**config.mk**
```make
export PLATFORM = sky130hd
export DESIGN_NAME = segment_dispatcher
export DESIGN_NICKNAME = d
export VERILOG_FILES = /design/src/rtl/beagleg_pkg.sv /design/src/rtl/segment_dispatcher_axis_issue_tracker.sv /design/src/rtl/segment_dispatcher.sv
export SDC_FILE = /design/constraint.sdc
export NUM_CORES = 1
export LEC_CHECK = 0
export CORE_AREA = 3 3 319 321
export DETAILED_ROUTE_END_ITERATION = 10
export DIE_AREA = 0 0 322 324
export PLACE_DENSITY = 0.41
export SYNTH_ARGS = -nofsm -noshare
export SYNTH_HDL_FRONTEND = slang
export SYNTH_SLANG_ARGS = --single-unit
```
**constraint.sdc**
```tcl
create_clock -name clk -period 16.25 [get_ports clk]
set_input_delay 1.625 -clock clk [delete_from_list [all_inputs] [get_ports clk]]
set_output_delay 1.625 -clock clk [all_outputs]
set_load 0.005 [all_outputs]
```
**src/rtl/beagleg_pkg.sv**
```systemverilog
// Shared types for the motion segment dispatcher.
//   motion_segment_t   : one per-axis segment as consumed by a step generator
//   dispatcher_state_e : segment_dispatcher FSM states
//   axis_mask_t        : axis enable mask at the default axis count
//   motion_bundle_t    : mask plus one segment per axis
package beagleg_pkg;

  localparam int DEFAULT_NUM_AXES = 4;

  typedef struct packed {
    logic [31:0] target_steps;
    logic [31:0] v0;
    logic [31:0] v1;
    logic        direction;
  } motion_segment_t;

  typedef enum logic [1:0] {
    ST_IDLE  = 2'd0,
    ST_ISSUE = 2'd1,
    ST_RUN   = 2'd2,
    ST_FAULT = 2'd3
  } dispatcher_state_e;

  typedef logic [DEFAULT_NUM_AXES-1:0] axis_mask_t;

  typedef struct packed {
    axis_mask_t                                mask;
    motion_segment_t [DEFAULT_NUM_AXES-1:0]    seg;
  } motion_bundle_t;

endpackage

```
**src/rtl/segment_dispatcher_axis_issue_tracker.sv**
```systemverilog
// Per-axis issue tracking for segment_dispatcher.
//   clk, rst        : clock, async active-high reset
//   data_request    : generator data_request level
//   issue           : dispatcher is in ISSUE
//   mask_bit        : this axis takes part in the current bundle
//   clear_ack       : drop the sticky ack
//   ack_next        : ack value for the next cycle (includes this cycle's edge)
//   data_available  : to generator data_available
module axis_issue_tracker (
  input  logic clk,
  input  logic rst,
  input  logic data_request,
  input  logic issue,
  input  logic mask_bit,
  input  logic clear_ack,
  output logic ack_next,
  output logic data_available
);

  logic req_prev_q, req_prev_d;
  logic ack_q, ack_d;

  always_ff @(posedge clk or posedge rst) begin
    if (rst) begin
      req_prev_q <= 1'b0;
      ack_q      <= 1'b0;
    end else begin
      req_prev_q <= req_prev_d;
      ack_q      <= ack_d;
    end
  end

  // Only a fresh 0->1 edge acks, so a request level left over from the
  // previous segment cannot be mistaken for taking the new one.
  always_comb begin
    req_prev_d = data_request;
    ack_d      = ack_q;
    if (clear_ack) begin
      ack_d = 1'b0;
    end else if (issue && mask_bit && data_request && !req_prev_q) begin
      ack_d = 1'b1;
    end
  end

  assign ack_next       = ack_d;
  assign data_available = issue && mask_bit && !ack_q;

endmodule

```
**src/rtl/segment_dispatcher.sv**
```systemverilog
// Lock-step dispatcher of multi-axis motion bundles into step generators.
//   clk, rst                : clock, async active-high reset
//   in_valid/in_ready       : upstream bundle handshake
//   in_mask, in_seg         : bundle axis mask and per-axis segments
//   axis_data_available     : per-axis data_available to generators
//   axis_data               : per-axis segment to generators
//   axis_data_request       : per-axis data_request from generators
//   axis_is_busy            : per-axis is_busy from generators
//   abort                   : discard the pending issue (level)
//   clear_fault             : leave FAULT
//   busy, fault             : status
//   seg_done, segments_done : completion pulse and wrapping count
//
// state    | meaning
// IDLE     | ready for a bundle
// ISSUE    | offering segments until every enabled axis acks
// RUN      | waiting for the taking axes to go idle
// FAULT    | ack timeout; waits for clear_fault
module segment_dispatcher
  import beagleg_pkg::*;
#(
  parameter int NUM_AXES    = 4,
  parameter int ACK_TIMEOUT = 1023,
  parameter int COUNT_W     = 16
) (
  input  logic                           clk,
  input  logic                           rst,
  input  logic                           in_valid,
  output logic                           in_ready,
  input  logic [NUM_AXES-1:0]            in_mask,
  input  motion_segment_t [NUM_AXES-1:0] in_seg,
  output logic [NUM_AXES-1:0]            axis_data_available,
  output motion_segment_t [NUM_AXES-1:0] axis_data,
  input  logic [NUM_AXES-1:0]            axis_data_request,
  input  logic [NUM_AXES-1:0]            axis_is_busy,
  input  logic                           abort,
  input  logic                           clear_fault,
  output logic                           busy,
  output logic                           fault,
  output logic                           seg_done,
  output logic [COUNT_W-1:0]             segments_done
);

  localparam int TMO_W = $clog2(ACK_TIMEOUT + 1);

  dispatcher_state_e               state_q, state_d;
  logic [NUM_AXES-1:0]             mask_q, mask_d;
  motion_segment_t [NUM_AXES-1:0]  axis_data_q, axis_data_d;
  logic [TMO_W-1:0]                tmo_q, tmo_d;
  logic                            aborted_q, aborted_d;
  logic                            seg_done_q, seg_done_d;
  logic [COUNT_W-1:0]              count_q, count_d;
  logic                            rst_done_q, rst_done_d;

  logic [NUM_AXES-1:0]             ack_next;
  logic [TMO_W-1:0]                tmo_inc;
  logic                            issue;
  logic                            clear_ack;
  logic                            accept;
  logic                            all_acked;
  logic                            axes_idle;
  logic                            timed_out;

  for (genvar i = 0; i < NUM_AXES; i++) begin : g_axis
    axis_issue_tracker u_trk (
      .clk            (clk),
      .rst            (rst),
      .data_request   (axis_data_request[i]),
      .issue          (issue),
      .mask_bit       (mask_q[i]),
      .clear_ack      (clear_ack),
      .ack_next       (ack_next[i]),
      .data_available (axis_data_available[i])
    );
  end

  assign tmo_inc   = tmo_q + 1'b1;
  assign timed_out = (tmo_inc == TMO_W'(ACK_TIMEOUT));
  assign all_acked = ((ack_next & mask_q) == mask_q);
  assign axes_idle = ((axis_is_busy & mask_q) == '0);
  assign accept    = in_valid && in_ready;

  always_ff @(posedge clk or posedge rst) begin
    if (rst) begin
      state_q     <= ST_IDLE;
      mask_q      <= '0;
      axis_data_q <= '0;
      tmo_q       <= '0;
      aborted_q   <= 1'b0;
      seg_done_q  <= 1'b0;
      count_q     <= '0;
      rst_done_q  <= 1'b0;
    end else begin
      state_q     <= state_d;
      mask_q      <= mask_d;
      axis_data_q <= axis_data_d;
      tmo_q       <= tmo_d;
      aborted_q   <= aborted_d;
      seg_done_q  <= seg_done_d;
      count_q     <= count_d;
      rst_done_q  <= rst_done_d;
    end
  end

  always_comb begin
    state_d     = state_q;
    mask_d      = mask_q;
    axis_data_d = axis_data_q;
    tmo_d       = tmo_q;
    aborted_d   = aborted_q;
    seg_done_d  = 1'b0;
    count_d     = count_q;
    rst_done_d  = 1'b1;
    clear_ack   = 1'b0;
    case (state_q)
      ST_IDLE: begin
        if (accept) begin
          axis_data_d = in_seg;
          mask_d      = in_mask;
          if (in_mask == '0) begin
            seg_done_d = 1'b1;
            count_d    = count_q + 1'b1;
          end else begin
            state_d = ST_ISSUE;
          end
        end
      end
      ST_ISSUE: begin
        tmo_d = tmo_inc;
        // A full ack beats both abort and timeout in the same cycle: every
        // axis has the segment, so the bundle completes normally.
        if (all_acked) begin
          state_d = ST_RUN;
          tmo_d   = '0;
        end else if (abort) begin
          // Only axes that already took their segment are waited on.
          state_d   = ST_RUN;
          mask_d    = mask_q & ack_next;
          aborted_d = 1'b1;
          tmo_d     = '0;
        end else if (timed_out) begin
          state_d = ST_FAULT;
        end
      end
      ST_RUN: begin
        if (axes_idle) begin
          state_d   = ST_IDLE;
          clear_ack = 1'b1;
          aborted_d = 1'b0;
          if (!aborted_q) begin
            seg_done_d = 1'b1;
            count_d    = count_q + 1'b1;
          end
        end
      end
      ST_FAULT: begin
        if (clear_fault) begin
          state_d   = ST_IDLE;
          clear_ack = 1'b1;
          tmo_d     = '0;
        end
      end
      default: state_d = ST_IDLE;
    endcase
  end

  always_comb begin
    issue         = (state_q == ST_ISSUE);
    in_ready      = rst_done_q && (state_q == ST_IDLE) && !abort;
    busy          = (state_q != ST_IDLE);
    fault         = (state_q == ST_FAULT);
    seg_done      = seg_done_q;
    segments_done = count_q;
    axis_data     = axis_data_q;
  end

endmodule

```
* Word level (Yosys, flattened, before mapping) *
Index checks and enable logic that the tools add are counted.

word-level totals
  word-level logic and storage cells = 132
  flip-flop bits (word level) = 431

cells by class
  multiplexer cells = 41
  bitwise operators = 2
  $add $sub $neg = 2
  reductions and logical operators = 42
  eq/ne operators = 14

operators with widths
  kind                                           number
  two-way mux 16 bit                             4
  case mux 16 bit (2 select lines)               1
  two-way mux 10 bit                             3
  case mux 10 bit (2 select lines)               1
  logical AND 1 bit                              19
  two-way mux 1 bit                              17
  adder 16 x 1 -> 16 bit, second input constant  1
  inequality test 2 bit, second input constant   8
  two-way mux 2 bit                              7
  two-way mux 4 bit                              3
  adder 10 x 1 -> 10 bit, second input constant  1
  == test 10 bit, second input constant          1
  AND reduction 5 bit                            2
  nonzero test 2 bit                             5
  zero test 1 bit                                9
  bitwise AND 4 bit                              2
  zero test 4 bit                                2
  case mux 2 bit (4 select lines)                1
  case mux 4 bit (2 select lines)                1
  AND reduction 4 bit                            2
  case mux 1 bit (2 select lines)                3
  == test 2 bit, second input constant           2
  == test 4 bit                                  1
  inequality test 4 bit, second input constant   1
  other kinds (3)                                4

* Logic depth before layout (Yosys ltp) *
Gate-level depths: netlist (run 1).

  word-level depth = 10
  mapped depth = 9
  gate-level depth less buffers = 7

* By module *
From an unflattened synthesis (run 1), not the netlist that was laid out.

second synthesis, totals
  cell total of the unflattened synthesis = 1856
  area total of the unflattened synthesis = 16814.9 um2

by module, submodules not included
  module              area an instance (um2)  sequential area each (um2)  times used  cells an instance
  segment_dispatcher  16504.6                 10585.2                     1           1828
  axis_issue_tracker  77.6                    50.0                        4           7

* Worst setup path after synthesis (run 1) *
OpenSTA, ideal clock, no wires.

  path type = input to output
  start point = input port abort
  end point = output port in_ready
  slack = 12.739 ns
  stages = 1
  arrival time = 1.886 ns
  path through = nor4b_4

between the ends
  word-level cells in the longest chain between the ends = 2

RTL lines
  element             RTL line                   RTL
  start: declaration  segment_dispatcher.sv:36   input logic abort,
  zero test 1 bit     segment_dispatcher.sv:169  in_ready = rst_done_q && (state_q == ST_IDLE) && !abort;
  logical AND 1 bit   segment_dispatcher.sv:169
  end: declaration    segment_dispatcher.sv:29   output logic in_ready,

No other way between the ends.

==> flow_summary.ini, run 1 <==
[status]
status = finished, final reports clean

[floorplan]
core-area_sq_um = 99600
dieArea_sq_um = 104000
ios = 817
initial_core_util_pct = 16.8
die_w_um = 322
rows = 116
die_y_um = 324

[worst_hold_path]
whs_path_depth = 2
min_from = axis_data[271]
min_to = axis_data[271]
hold_class = register to register

[drt]
ant_nets = 0
drt-initial-drc-count = 758
wl_um = 70900
wire_per_inst_um = 17.7
via_count = 14900
first_pass_iters = 5
drc_errors = 0
viasPerCell = 3.72

[timing]
setup_viol = 0
finalSetupTns_ns = 0
rsz0062_at_grt = false
slew_headroom_pct = 32.7
hold_viol = 0
clock_skew_ns = 0.0160
finalCritPeriodShare_pct = 30.5
worst_slew_pin_slew_ns = 1.01
max_freq_mhz = 202
min_period_ns = 4.95
slew_violations = 0

[power_and_ir_drop]
pwr-share-clk_pct = 25.1
ir_worst_vdd_mv = 0.0789
seq_power_share_pct = 37.6
switchingPower_mw = 1.53
p_leak_nw = 13.2
powerDensity_nw_per_um2 = 176
switching_share_pct = 31.1
pwr-share-comb_pct = 37.3
intPower_mw = 3.40

[synth]
ys_warn_count = 0
async_reset_ff_share_pct = 100
yosysTopAreaCellShare_pct = 64.4
ys_types = 50
syn_area_per_cell_sq_um = 8.95
synth_cells = 1872
netlist.top_cell.by_area = dfrtp_1
synth-seq-area-share_pct = 64.4
synth_edf_count = 0
synth_nets = 2280
yosys-top-cells-area = dfrtp_1, nand2_1, clkbuf_1
ys.flop_type = dfrtp_1
synth_area_sq_um = 16800
synth-seq-cells = 431

[clocking]
cts-resized-gates = 0
htreeDepth = 2
tritoncts = yes
clk_pin_slew_ns = 0.05
clock-sinks = 431
numCtsBuffers = 54
clock-root-buffer = clkbuf_16
hold_buffers = 0
clockBufferDepth = 3
cts_setup_buffers = 0
insertion_delay_ns = 0.62

[final_layout]
final_nets = 3067
fin_area_sq_um = 28100
syn2layout_area_growth_pct = 67.6
layout-drive-gt1-share_pct = 4.15
fill_cells = 10700

[critical_path]
critPathArrivalTime_ns = 5.64
r2r-start = state_q[0]
critPathMaxFanout = 112
reg2reg_depth = 6
crit_start = rst
start_kind = input pin
path_class = input pin to asynchronous set/reset pin
critical_path.endpoint_type = asynchronous set/reset pin
r2r-end = axis_data[238]
r2r_setup_slack_ns = 12.32
crit_required_ns = 16.94

[global_routing]
grt.overflow.total = 0
grt_pass1_wl_um = 103000
antenna_found_initial = 9
grtUsageTotal_pct = 13.0
grt_max_degree = 168
first_global_vias = 15200

[flow_run]
drv_cap = 0

[place]
io_buffers = 816
gp_congestion = 0.770
dp_hpwl_um = 51600
place_area_sq_um = 26200
==> power groups by stage <==
stage	clock, mW	sequential (mW)	combinational [mW]
finish	1.24	1.86	1.84
global route	1.34	1.92	2.04
CTS	1.30	1.86	1.89
detailed placement	0	1.87	1.89
global placement	0	1.87	1.90
floorplan	0	1.88	0.495
==> cell usage in the layout, fill, tap and decap left out, drive strengths merged, types with 2 or more instances in the layout <==
cell type | synthesis | layout
nor3 | 9 | 9
clkinv | 0 | 7
nand2b | 2 | 2
a32oi | 4 | 4
clkdlybuf4s50 | 0 | 816
nor4 | 4 | 4
a21oi | 6 | 6
xnor2 | 8 | 8
a31oi | 3 | 3
clkbuf | 53 | 86
o211ai | 9 | 9
mux2i | 2 | 2
inv | 11 | 11
xor2 | 9 | 9
ha | 3 | 3
buf | 45 | 13
nand3 | 14 | 14
or2 | 2 | 2
a22oi | 2 | 2
bufinv | 0 | 3
and2 | 3 | 3
nand2 | 1196 | 1196
nand4 | 5 | 5
o21ai | 10 | 10
nor2b | 5 | 5
diode | 0 | 8
o22ai | 3 | 3
nor2 | 10 | 10
and3 | 3 | 3
nor3b | 5 | 5
dfrtp | 431 | 431
==> cells in the mapped netlist (2+ instances only) <==
library cell,number
a21oi_1,6
inv_1,11
nor2_1,10
nor4_2,2
a32oi_1,4
buf_2,38
and3_1,3
dfrtp_1,431
mux2i_1,2
nor4_1,2
buf_4,6
nor3_1,9
o21ai_1,2
ha_1,3
xor2_1,9
a31oi_1,3
xnor2_1,8
o21ai_0,8
nand2b_1,2
nand4_1,5
nor2b_1,4
o22ai_1,3
o211ai_1,9
nand2_1,1195
nand3_1,13
a22oi_1,2
and2_1,3
clkbuf_1,53
nor3b_1,5
==> cell families (layout without fill, tap and decap cells) <==
family          Yosys count  count (layout)  synth area share [%]
compound gates           46              46                  2.07
xor+xnor                 17              17                 0.889
fa+ha+maj                 3               3                 0.224
buf+inv                 109             936                  2.91
flops                   431             431                  64.4
mux                       3               3                 0.187
other cells               1               9                0.0224
simple gates           1262            1262                  29.3
==> worst max-delay path, cell delays in order <==
cell             delay (ns)
clkdlybuf4s50_1        0.49
inv_8                  0.56
buf_4                  0.79
buf_4                  0.72
buf_4                  0.66
buf_4                  0.61
==> area by class of cell <==
class / instances / area [sq um] / share of cell area [%]
repair buffers: 829 / 8280 / 29.5
flip-flops and latches: 431 / 10800 / 38.4
clock buffers: 86 / 1700 / 6.04
multi-input cells: 1332 / 5500 / 19.6
clock inverters: 10 / 133 / 0.472
well taps: 1298 / 1620 / 5.78
diodes: 8 / 20.0 / 0.0713
inverters: 11 / 48.8 / 0.174
==> metrics by stage <==
stage	total power, mW	util, %	cells	setup WS (ns)	hold WS [ns]
floorplan	2.37	-	1872	2.62	0.465
finish	4.94	28.2	4005	11.30	0.469
global route	5.30	28.2	4003	10.66	0.485
global placement	3.76	26.3	3901	10.29	0.457
CTS	5.06	28.2	3997	11.00	0.475
detailed placement	3.76	26.3	3901	10.31	0.461
==> registers in the layout (all words and copies together) (netlist names) <==
| signal | cells |
|---|---|
| aborted_q | 1 |
| g_axis.u_trk.ack_q | 4 |
| seg_done | 1 |
| axis_data | 388 |
| state_q | 2 |
| segments_done | 16 |
| g_axis.u_trk.req_prev_q | 4 |
| mask_q | 4 |
| tmo_q | 10 |
| rst_done_q | 1 |
==> worst max-delay path by stage <==
stage / to / cells past startpoint
6_report: axis_data[343] / 6
5_1_grt: axis_data[343] / 6
4_1_cts: axis_data[343] / 6
3_5_place_dp: axis_data[339] / 6
3_3_place_gp: axis_data[339] / 6
2_1_floorplan: aborted_q / 1
==> layer usage <==
layer  global-route usage [%]  up-vias  wire (um)
li1                         -     7339          -
met4                     3.87        6       1590
met2                     22.0      509      34800
met3                     5.31       99       6710
met5                        0        -         34
met1                     15.1     6955      27800
Note: power is estimated with default switching activity, not from simulation.
==> run 2, diff against run 1 <==
--- a/config.mk
+++ b/config.mk
@@ -5,10 +5,10 @@
 export SDC_FILE = /design/constraint.sdc
 export NUM_CORES = 1
 export LEC_CHECK = 0
-export CORE_AREA = 3 3 319 321
+export CORE_AREA = 3 3 317 319
 export DETAILED_ROUTE_END_ITERATION = 10
-export DIE_AREA = 0 0 322 324
-export PLACE_DENSITY = 0.41
+export DIE_AREA = 0 0 320 322
+export PLACE_DENSITY = 0.43
 export SYNTH_ARGS = -nofsm -noshare
 export SYNTH_HDL_FRONTEND = slang
 export SYNTH_SLANG_ARGS = --single-unit
==> constraint.sdc (replaced) <==
create_clock -name clk -period 4.05 [get_ports clk]
set_input_delay 0.405 -clock clk [delete_from_list [all_inputs] [get_ports clk]]
set_output_delay 0.405 -clock clk [all_outputs]
set_load 0.005 [all_outputs]
==> run 2 against run 1 <==
Worst hold slack worse by 0.21 ns. Cell count unchanged. Global-route usage decreased by 0.18 points. Core utilization grew 0.50 points. Routed wire length fell by 2.7%. Cell area is 0.32% higher. Clock power grew to 3.9 times the previous value. Sequential cell count unchanged. Via count grew 0.54%. Clock skew fell by 0.00071 ns. Critical path depth down 4. Register-to-register slack got worse by 11 ns. Critical path type is now register to output port.
==> flow_summary.ini, run 2 (synthesis gave the netlist of run 1 again) <==
[critical_path]
critPathArrivalTime_ns = 2.21
r2r-start = state_q[0]
critPathMaxFanout = 10
start_kind = register
crit_required_ns = 3.64
path_class = register to output port
reg2reg_depth = 6
critical_path.endpoint_type = output port
crit_start = state_q[0]

[final_layout]
largest_reg_flops = 388
layout-drive-gt1-share_pct = 4.86
final_common_cell = nand2_1
syn2layout_area_growth_pct = 68.1
final_cells = 4005
fill_cells = 10500
seq_area_sq_um = 10800
multi_input_area_sq_um = 5500
fin_area_sq_um = 28200
final_cell_mix = nand2_1, clkdlybuf4s50_1, dfrtp_1, clkbuf_16, buf_4
final_nets = 3082

[global_routing]
antenna_found_initial = 5
grt.overflow.total = 0
grtUsageTotal_pct = 12.8
first_global_vias = 15400
grt_max_degree = 166
grt_pass1_wl_um = 101000

[clocking]
clk_pin_slew_ns = 0.06
htreeDepth = 2
tritoncts = yes
clockBufferDepth = 3
hold_buffers = 0
clock-root-buffer = clkbuf_16
numCtsBuffers = 53
cts_setup_buffers = 0
clock-sinks = 431
cts-resized-gates = 0
insertion_delay_ns = 0.61

[floorplan]
dieArea_sq_um = 103000
die_w_um = 320
die_y_um = 322
rows = 115
core-area_sq_um = 98100
initial_core_util_pct = 17.1
ios = 817

[drt]
wl_um = 68900
ant_nets = 0
via_count = 15000
drc_errors = 0
first_pass_iters = 6
viasPerCell = 3.74
drt-initial-drc-count = 751
wire_per_inst_um = 17.2

[status]
status = finished, final reports clean

[timing]
clock_skew_ns = 0.0153
min_period_ns = 2.61
max_freq_mhz = 383
slew_violations = 0
worst_slew_pin_slew_ns = 1.15
rsz0062_at_grt = false
slew_headroom_pct = 23.2
finalCritPeriodShare_pct = 64.5
finalSetupTns_ns = 0
setup_viol = 0
hold_viol = 0

[place]
io_buffers = 816
dpl.cell_count = 3906
place_area_sq_um = 26400
gp_congestion = 0.759
dp_hpwl_um = 51000

[power_and_ir_drop]
power_mw = 19.6
ir_worst_vdd_mv = 0.345
powerDensity_nw_per_um2 = 697
p_leak_nw = 13.2

[worst_hold_path]
hold_class = input pin to asynchronous set/reset pin

[flow_run]
drv_cap = 0
==> run 2: final timing paths <==
| check | to | slack, ns |
|---|---|---|
| min in group clk | g_axis[0].u_trk.req_prev_q | 0.28 |
| worst min register to register | axis_data[347] | 0.47 |
| worst max register to register | tmo_q[4] | 1.47 |
| max in group asynchronous | axis_data[30] | 2.67 |
| worst max-delay path | in_ready | 1.44 |
| worst min-delay path | axis_data[285] | 0.25 |
==> run 2: worst max-delay path: stages (launching register included) <==
cell	delay (ns)
dfrtp_1	0.50
nor4b_4	0.50
clkdlybuf4s50_1	0.60
==> run 2: where the power goes <==
part | internal, mW | switching [mW]
Sequential | 6.26 | 1.17
Clock | 2.87 | 1.97
Combinational | 4.38 | 2.98
==> run 2: final cells by class <==
cell class	count	share of cell area, %
diodes	4	0.0355
clock buffers	78	5.73
clock inverters	17	0.529
inverters	11	0.160
multi-input cells	1332	19.5
flip-flops and latches	431	38.3
well taps	1287	5.72
repair buffers	845	30.0
==> run 2: per-layer routing <==
metal	up-vias	GRT usage (%)	wire, um
li1	7355	-	-
met1	7011	14.6	27200
met2	518	22.6	34400
met3	100	4.56	5600
met4	4	3.84	1700
met5	-	0	24
==> run 2: stage by stage <==
step	worst slack, ns	util (%)	hold slack [ns]
after global placement	1.14	26.9	0.457
after CTS	1.35	28.7	0.204
final	1.44	28.7	0.254
after global routing	1.18	28.7	0.230
after floorplan	-2.17	-	0.436
after detailed placement	1.08	26.9	0.461
==> edit (config.mk and constraints of run 1) <==
Reset style: synchronous (`rst`), changed in 2 clocked blocks. Comments in the files are not updated.
--- a/src/rtl/segment_dispatcher_axis_issue_tracker.sv
+++ b/src/rtl/segment_dispatcher_axis_issue_tracker.sv
@@ -20,7 +20,7 @@
   logic req_prev_q, req_prev_d;
   logic ack_q, ack_d;
 
-  always_ff @(posedge clk or posedge rst) begin
+  always_ff @(posedge clk) begin
     if (rst) begin
       req_prev_q <= 1'b0;
       ack_q      <= 1'b0;
--- a/src/rtl/segment_dispatcher.sv
+++ b/src/rtl/segment_dispatcher.sv
@@ -80,7 +80,7 @@
   assign axes_idle = ((axis_is_busy & mask_q) == '0);
   assign accept    = in_valid && in_ready;
 
-  always_ff @(posedge clk or posedge rst) begin
+  always_ff @(posedge clk) begin
     if (rst) begin
       state_q     <= ST_IDLE;
       mask_q      <= '0;
Behaviour: differs if rst is asserted again (counterexample within 4 cycles, from zero or initial values and one cycle with rst high); with rst held inactive, the same outputs for 4 cycles.
==> edit against run 1 <==
Maximum frequency fell by 6.7%; first-iteration DRC count grew 13%; routed wire length increased by 3.8%; count of clock-buffer cells in the layout down 1; critical path depth up 3; area after synthesis fell by 7.9%; design area is 5.0% lower; worst setup slack worse by 360 ps; final cell count is 1.1% higher; critical endpoint is now axis_data[353]; sequential cell count unchanged.
Power is not compared: it rests on default switching activity, and its combinational part moved more than twofold at a synthesized area within 25%.
==> edit: results (changes against run 1) <==
* Outcome: finished, final reports clean
* DP Worst Slack at 10230 ps (-82.5 ps)
* Cells after DPL at 3933 (+0.82%)
* Post-Synthesis Cells at 1950 (+4.2%)
* GP Congestion at 0.739 (-4.0%)
* Nets at 3103 (+1.2%)
* Clock Network Area Fraction at 7.23% (+0.72 points)
* Diodes inserted at 12 (+4)
* Routed wire length at 73500 um (+3.8%)
* # clk buffers at 85 (-1.2%)
* Post-synthesis adder-cell area fraction at 0.243% (+0.019 points)
* Number of non-clock inverters at 12 (+1)
* Post-Syn Nets at 2358 (+3.4%)
* Multi-input logic area at 0.00613 mm^2 (+12%)
* Synth cell count leaders: nand2_1, dfxtp_1, a21oi_1, clkbuf_1, buf_2
* Top post-synthesis cells by area: dfxtp_1, nand2_1, a21oi_1, clkbuf_1, buf_2
* CP Launch Point: abort
* Fillers at 10900 (+1.6%)
* Initial DRC count at 858 (+13%)
* Unique masters post-synth at 56 (+12%)
* Non-clock buffer share at 31.1% (+1.6 points)
* Total CTS buffers at 58 (+7.4%)
* Async S/R FF share, synth at 0% (-100 points)
* Fraction of layout cells with a size suffix above 1 at 4.56% (+0.41 points)
* Seq/Total Area, Yosys at 55.9% (-8.5 points)
* Slew HR at 24.3% (-8.5 points)
* Final Non-Filler Cells at 4051 (+1.1%)
* Non-CTS buffers at 830 (+0.12%)
* First-pass GRT wire length at 104000 um (+1.0%)
* CP max stage delay at 770 ps (-20 ps)
* RR Startpoint: state_q[1]
* Post-synthesis compound-gate area fraction at 15.4% (+13 points)
* Comb_multi_in at 1362 (+2.3%)
* Largest net degree at the start of global routing at 167 (-0.60%)
* Number of global-route vias before repair at 15500 (+1.6%)
==> edit: cell count changes after synthesis, moves of 5 or more <==
cell / run 1 / this run
dfxtp_1: 0 / 431
buf_2: 38 / 49
nand2_1: 1195 / 794
nor3_1: 9 / 4
clkbuf_1: 53 / 79
a31oi_1: 3 / 8
o21ai_0: 8 / 15
a21oi_1: 6 / 404
nor2b_1: 4 / 9
dfrtp_1: 431 / 0
buf_1: 0 / 9
nor2_1: 10 / 25
o211ai_1: 9 / 1
==> edit: cells by family (layout without fill, tap and decap cells) <==
| group | count (synthesis) | count (layout) |
|---|---|---|
| AOI/OAI and AO/OA | 454 | 454 |
| DFF | 431 | 431 |
| other | 0 | 12 |
| and+or+nand+nor | 887 | 887 |
| muxes | 3 | 3 |
| buffers and inverters | 157 | 948 |
| xor gates and xnor gates | 15 | 15 |
| adders and majority gates | 3 | 3 |
==> edit: critical path: cells and delay by family <==
family	cells	cell delay, ps
buf+inv	4	2680
compound gates	1	140
simple gates	4	1200
==> edit: path summary, 6_finish.rpt <==
path,to,slack [ps],depth (start not counted)
worst min register to register,axis_data[121],450,2
worst max-delay path,axis_data[353],10950,9
worst max register to register,axis_data[353],11990,8
worst min-delay path,axis_data[121],450,2
==> edit: metal layers <==
layer,vias up,global-route usage [%],part of all wire (%)
met4,2,3.90,2.3
met3,103,6.00,10
met5,-,0,0.018
li1,7860,-,-
met2,568,22.5,48
met1,7290,14.8,39
==> edit: power groups by stage <==
| stage | combinational, uW | clock, uW | sequential (uW) |
|---|---|---|---|
| after floorplan | 92.7 | 0 | 1140 |
| after global placement | 308 | 0 | 1140 |
| after detailed placement | 307 | 0 | 1140 |
| after CTS | 308 | 1370 | 1120 |
| after global routing | 329 | 1400 | 1120 |
| final | 301 | 1300 | 1120 |
